`src/rtl/ex_mem_pipe.sv`:
```
// EX/MEM pipeline register built as a 2-entry skid buffer (main entry M drives out_*, skid entry S).
// Optional stall counter port enabled by defining EX_MEM_STALL_CNT_EN.
module ex_mem_pipe (
  input  logic        clk,
  input  logic        reset,
  input  logic        in_valid,
  output logic        in_ready,
  input  logic [63:0] in_result,
  input  logic        in_zero,
  input  logic [63:0] in_rs2_data,
  input  logic [63:0] in_branch_target,
  input  logic [4:0]  in_rd,
  input  logic [4:0]  in_ctrl,
  input  logic        flush,
  output logic        out_valid,
  input  logic        out_ready,
  output logic [63:0] out_result,
  output logic [63:0] out_rs2_data,
  output logic [63:0] out_branch_target,
  output logic        out_zero,
  output logic [4:0]  out_rd,
  output logic [4:0]  out_ctrl,
  output logic        branch_taken
`ifdef EX_MEM_STALL_CNT_EN
  ,
  output logic [31:0] stall_count
`endif
);

  localparam int unsigned DATA_W = 64;
  localparam int unsigned RD_W   = 5;
  localparam int unsigned CTRL_W = 5;

  typedef struct packed {
    logic [DATA_W-1:0] result;
    logic [DATA_W-1:0] rs2_data;
    logic [DATA_W-1:0] branch_target;
    logic              zero;
    logic [RD_W-1:0]   rd;
    logic [CTRL_W-1:0] ctrl;
  } entry_t;

  entry_t m_q, m_d, s_q, s_d, in_ent;
  logic   m_valid_q, m_valid_d, s_valid_q, s_valid_d;
  logic   accept, drain;

  assign in_ent = '{result: in_result, rs2_data: in_rs2_data, branch_target: in_branch_target,
                    zero: in_zero, rd: in_rd, ctrl: in_ctrl};
  assign accept = in_valid & in_ready;
  assign drain  = m_valid_q & out_ready;

  // Next-state; M.ctrl is zeroed whenever M empties so out_ctrl never shows stale write enables
  always_comb begin
    m_d       = m_q;
    s_d       = s_q;
    m_valid_d = m_valid_q;
    s_valid_d = s_valid_q;
    if (flush) begin
      m_valid_d = 1'b0;
      s_valid_d = 1'b0;
      m_d.ctrl  = '0;
    end else if (s_valid_q) begin
      if (drain) begin
        m_d       = s_q;
        s_valid_d = 1'b0;
      end
    end else if (m_valid_q) begin
      if (accept && drain) begin
        m_d = in_ent;
      end else if (accept) begin
        s_d       = in_ent;
        s_valid_d = 1'b1;
      end else if (drain) begin
        m_valid_d = 1'b0;
        m_d.ctrl  = '0;
      end
    end else if (accept) begin
      m_d       = in_ent;
      m_valid_d = 1'b1;
    end
  end

  always_ff @(posedge clk) begin
    if (reset) begin
      m_q       <= '0;
      s_q       <= '0;
      m_valid_q <= 1'b0;
      s_valid_q <= 1'b0;
      in_ready  <= 1'b1;
    end else begin
      m_q       <= m_d;
      s_q       <= s_d;
      m_valid_q <= m_valid_d;
      s_valid_q <= s_valid_d;
      in_ready  <= ~s_valid_d;
    end
  end

  assign out_valid         = m_valid_q;
  assign out_result        = m_q.result;
  assign out_rs2_data      = m_q.rs2_data;
  assign out_branch_target = m_q.branch_target;
  assign out_zero          = m_q.zero;
  assign out_rd            = m_q.rd;
  assign out_ctrl          = m_q.ctrl;
  assign branch_taken      = m_valid_q & m_q.ctrl[CTRL_W-1] & m_q.zero;

`ifdef EX_MEM_STALL_CNT_EN
  // Counts cycles where MEM back-pressures a valid instruction; flush does not touch it
  always_ff @(posedge clk) begin
    if (reset) begin
      stall_count <= '0;
    end else if (m_valid_q && !out_ready) begin
      stall_count <= stall_count + 32'd1;
    end
  end
`endif

endmodule
```
`config.mk`:
```
export PLATFORM = sky130hd
export DESIGN_NAME = ex_mem_pipe
export DESIGN_NICKNAME = d
export VERILOG_FILES = /design/src/rtl/ex_mem_pipe.sv
export SDC_FILE = /design/constraint.sdc
export NUM_CORES = 1
export LEC_CHECK = 0
export BUFFER_PORTS_ARGS = -buffer_cell sky130_fd_sc_hd__buf_4
export CAP_MARGIN = 20
export CORE_UTILIZATION = 40
export CTS_CLUSTER_DIAMETER = 80
export CTS_CLUSTER_SIZE = 12
export DETAILED_ROUTE_END_ITERATION = 8
export GPL_TIMING_DRIVEN = 0
export PLACE_DENSITY = 0.67
export SKIP_CTS_REPAIR_TIMING = 1
export SLEW_MARGIN = 20
export SYNTH_ARGS = -nofsm -noshare
export SYNTH_HDL_FRONTEND = slang
export SYNTH_SLANG_ARGS = --single-unit
```
`constraint.sdc`:
```
create_clock -name clk -period 2.55 [get_ports clk]
set_input_delay 0.51 -clock clk [delete_from_list [all_inputs] [get_ports clk]]
set_output_delay 0.51 -clock clk [all_outputs]
set_load 0.05 [all_outputs]
```
=== Yosys cells after proc, flatten, opt, wreduce, memory -nomap -nowiden ===
Cells that the tools add are included.

* Output and inout bits: 206
* Flip-flop bits (word level): 409
* Input bits: 208

* Reduce and logical (&&, ||, !) cells: 7
* Muxes and demuxes: 17
* Equality and inequality tests: 3
* Bitwise operators: 8

{| class="wikitable"
|+ Operators by type and width
! kind !! count
|-
| $mux W203 || 4
|-
| $mux W198 || 1
|-
| $mux W5 || 3
|-
| $mux W1 || 9
|-
| $reduce_and A4 Y1 || 2
|-
| $reduce_bool A3 Y1 || 2
|-
| $reduce_and A5 Y1 || 1
|-
| $and A1 B1 Y1 || 4
|-
| $ne A4 B3 Y1 const B || 1
|-
| $not A1 Y1 || 4
|-
| $ne A3 B1 Y1 const B || 1
|-
| $ne A2 B1 Y1 const B || 1
|-
| $reduce_or A2 Y1 || 1
|-
| $logic_and A1 B1 Y1 || 1
|}

=== Longest topological paths before layout ===
* Depth in word-level cells: 7
* Mapped depth: 8

=== Least setup slack after synthesis ===
No wires, ideal clock.

* Path type: register to register
* Start: register m_valid_q (netlist: out_valid)
* End: register m_q, in the netlist out_result[0]
* Buffers on the path: 3
* Stages on the path, launching flop included: 7
* Setup slack: 0.688 ns
* Data arrival time: 1.781 ns
* Path through: dfxtp_1 -> nand2b_1 -> buf_2 -> buf_4 -> clkbuf_1 -> a41oi_1 -> a211oi_2

* Longest elaborated chain between the ends: 4
* Elaborated cells between the ends (all ways): 8
* Those cells by class: 2 x eq/ne; 2 x mux; 1 x bitwise; 3 x reduce/logical

{| class="wikitable"
|+ Ends and longest elaborated chain
! what !! line !! RTL
|-
| start: declaration || 44 || <nowiki>logic m_valid_q, m_valid_d, s_valid_q, s_valid_d;</nowiki>
|-
| start signal: assignment || 93 || <nowiki>m_valid_q <= m_valid_d;</nowiki>
|-
| $and A1 B1 Y1 || 50 || <nowiki>assign drain = m_valid_q & out_ready;</nowiki>
|-
| $logic_and A1 B1 Y1 || 68 || <nowiki>if (accept && drain) begin</nowiki>
|-
| $ne A3 B1 Y1 (no source line) || n/a ||
|-
| $reduce_and A4 Y1 (no source line) || n/a ||
|-
| end signal: assignment || 91 || <nowiki>m_q <= m_d;</nowiki>
|-
| end: declaration || 43 || <nowiki>entry_t m_q, m_d, s_q, s_d, in_ent;</nowiki>
|}

Parallel ways exist; a longest one is shown, timed or not.
A chain may end at the register's enable or synchronous reset.

=== Worst setup path in the final report ===
* Start: register m_valid_q (netlist: out_valid)
* End: register s_q[109] in the netlist's numbering

* Longest elaborated chain between the ends: 4

{| class="wikitable"
|+ Ends and longest elaborated chain
! what !! line !! RTL
|-
| $and A1 B1 Y1 || 50 ||
|-
| $logic_and A1 B1 Y1 || 68 ||
|-
| $not A1 Y1 (no source line) || n/a ||
|-
| $reduce_and A5 Y1 (no source line) (*) || n/a ||
|-
| end signal: assignment || 86 || <nowiki>s_q <= '0;</nowiki>
|-
| end signal: assignment || 92 || <nowiki>s_q <= s_d;</nowiki>
|-
| end: declaration || 43 ||
|}

Mark *: on every way between the ends. The rest lies on a longest branch, timed or not.

==> results.toml <==
[yosys]
yosysWarnings = 0
synth_area_sq_um = 18500
synth_top_area_frac = 0.443
syn_area_per_cell_sq_um = 9.61
ys_seq_area_frac = 0.443
yosysUniqueCellTypes = 29
yosys.area.top_type = "dfxtp_1"
synth_nets = 2131
synthTopCellsByArea = "dfxtp_1 (44%), mux2i_1 (11%), a41oi_1 (9.4%), a211oi_2 (8.1%), nand3_1 (5.7%)"
synth_seq_cells = 409
postSynthCellCount = 1923

[layout]
final_nets = 2585
mostFrequentLayoutCells = "buf_4 (426), dfxtp_1 (409), nand3_1 (210), a21oi_1 (209)"
ff_latch_area_sq_um = 8190
multi_input_area_sq_um = 9100
final_cells = 2985
nFillCells = 4275
final_util = 0.514
areaGrowthSynthToFinish_pct = 26.5
layout-drive-gt1-share = 0.280
mostFrequentLayoutCell = "buf_4"

[timing]
hold_violations = 0
final.min_clock_period_ns = 2.31
drv_slew = 0
slew_headroom = 0.299
skew_ns = 0.0271
setup_slack_ns = 0.237
fin_crit_sh = 0.907
finalSetupViolations = 0
fin_tns_setup_ns = 0
rsz0062_at_grt = "no"
tightestPinTransition_ns = 1.05
max_freq_mhz = 432

[floorplan]
pin_count = 414
start_util = 0.406
dieArea_sq_um = 47100
rows = 78
die_y_um = 217
core-area_sq_um = 45500
die_x_um = 217

[route]
wirelength_um = 65500
routedWlPerCell_um = 21.9
first_pass_iters = 7
drt-initial-drc-count = 1489
via_per_inst = 6.02
final_antenna_net_count = 0
vias = 18000
drc = 0

[global_route]
grt-ovfl-total = 0
grtUsageTotal = 0.266
grt_pass1_wl_um = 99000
grt_pass1_vias = 17700
antenna_found_initial = 6
grt_start_max_net_pins = 13

[setup_path]
path_class = "flip-flop to flip-flop"
crit_path_start = "out_valid"
crit_arrival_ns = 2.73
cp_cell_sequence = "nand3_1 -> clkbuf_2 -> clkbuf_1 -> o21ai_1 -> a21oi_1"
cp_slowest_cell = "dfxtp_1"
rr_worst_depth = 5
r2r-end = "s_q[109]"
r2r-start = "out_valid"
critPathMaxStageDelay_ns = 0.61
rrSetupSlack_ns = 0.24
cp_num_buf_inv = 2
cp.required_ns = 2.97
crit_fanout = 10
start_kind = "flip-flop"
cpLargestDelayFamily = "buffers and inverters"
critPathCaptureType = "flip-flop"

[power_and_ir_drop]
ir_drop_mv = 0.377
power_density_nw_per_um2 = 647
power.leakage_uw = 0.00785

[min_path]
min_to = "s_q[161]"
min-delay-start = "in_result[22]"
holdPathStages = 3
min_path_type = "input pin to flip-flop"

[placement]
place_hpwl_um = 47400
dp_cells = 2935
routabilityCongestion = 0.871
pre_cts_slack_ns = -0.0167
port_buffers = 412

[cts]
cts.sink_count = 409
clockBufferDepth = 3
clk_latency_ns = 0.56
htree_levels = 2
cts_tree = "yes"
path_clk_slew_ns = 0.06
root_buffer = "clkbuf_16"
cts_made_buffers = 40

[job]
max_cap_viol_count = 0

[run_status]
status = "completed"
-- routing by layer --
| metal | share of wire | track usage | vias up |
|---|---|---|---|
| li1 | - | - | 8339 |
| met1 | 0.42 | 0.337 | 8776 |
| met2 | 0.46 | 0.428 | 700 |
| met3 | 0.071 | 0.0566 | 151 |
| met4 | 0.044 | 0.129 | 0 |
| met5 | 0 | 0 | - |
-- synth_stat cells --
| cell type | count |
|---|---|
| mux2_1 | 1 |
| nand3_1 | 210 |
| or3_1 | 1 |
| nand2b_1 | 2 |
| nand2_1 | 1 |
| a21oi_1 | 209 |
| clkbuf_1 | 152 |
| or2_2 | 1 |
| nor3_2 | 1 |
| a211oi_2 | 120 |
| and4_1 | 1 |
| a221oi_1 | 1 |
| a41oi_1 | 198 |
| buf_2 | 63 |
| and3_1 | 2 |
| buf_4 | 14 |
| mux2i_1 | 198 |
| o21ai_0 | 30 |
| buf_6 | 5 |
| nand4bb_1 | 1 |
| mux2_2 | 4 |
| nand4_1 | 5 |
| inv_2 | 2 |
| dfxtp_1 | 409 |
| o21ai_1 | 174 |
| inv_1 | 2 |
| a211oi_1 | 78 |
| buf_1 | 37 |
| a21o_1 | 1 |
-- report_power, final --
part	total, uW	internal, uW	switching, uW
sequential	6840	6650	187
combinational	2990	990	2000
clock	5300	2840	2450
total	15100	10500	4640
-- worst max-delay path by stage --
stage	end	slack, ns	cells after the start
floorplan	out_result[0]	0.69	6
finish	s_q[109]	0.24	5
global placement	out_branch_target[44]	-0.08	6
CTS	s_q[36]	0.33	6
detailed placement	out_branch_target[50]	-0.02	6
global route	s_q[89]	0.18	5
-- area by class of cell --
class                   count  area share
multi-input cells        1239       0.389
flip-flops and latches    409       0.350
repair buffers            412       0.132
plain buffers             271      0.0508
clock buffers              42      0.0440
well taps                 600      0.0321
diodes                      7    0.000749
inverters                   4    0.000642
clock inverters             1    0.000481
-- cell families after synthesis --
kind of cell | count (synthesis) | synth area share
and+or+nand+nor | 225 | 0.0624
buffers and inverters | 275 | 0.0650
DFF | 409 | 0.443
muxes | 203 | 0.110
AOI/OAI and AO/OA | 811 | 0.319
-- tightest hold or removal path: stages --
cell and delay (ns):
buf_4 0.11, nand3_1 0.06, a21oi_1 0.05
-- state kept, by name (all words and copies together), names as in the netlist --
register	flops
out_rs2_data	64
out_ctrl	5
s_q	203
out_valid	1
out_rd	5
out_zero	1
in_ready	1
out_branch_target	64
s_valid_q	1
out_result	64
-- metrics by stage --
step                cell area [sq um]  hold slack, ns  power (uW)
floorplan                       18500           0.450        8820
global placement                22300           0.453        9890
detailed placement              22300           0.466        9930
CTS                             23400           0.187       15200
global route                    23400           0.212       15600
finish                          23400           0.217       15100
Power figures use the tool's default switching activity.
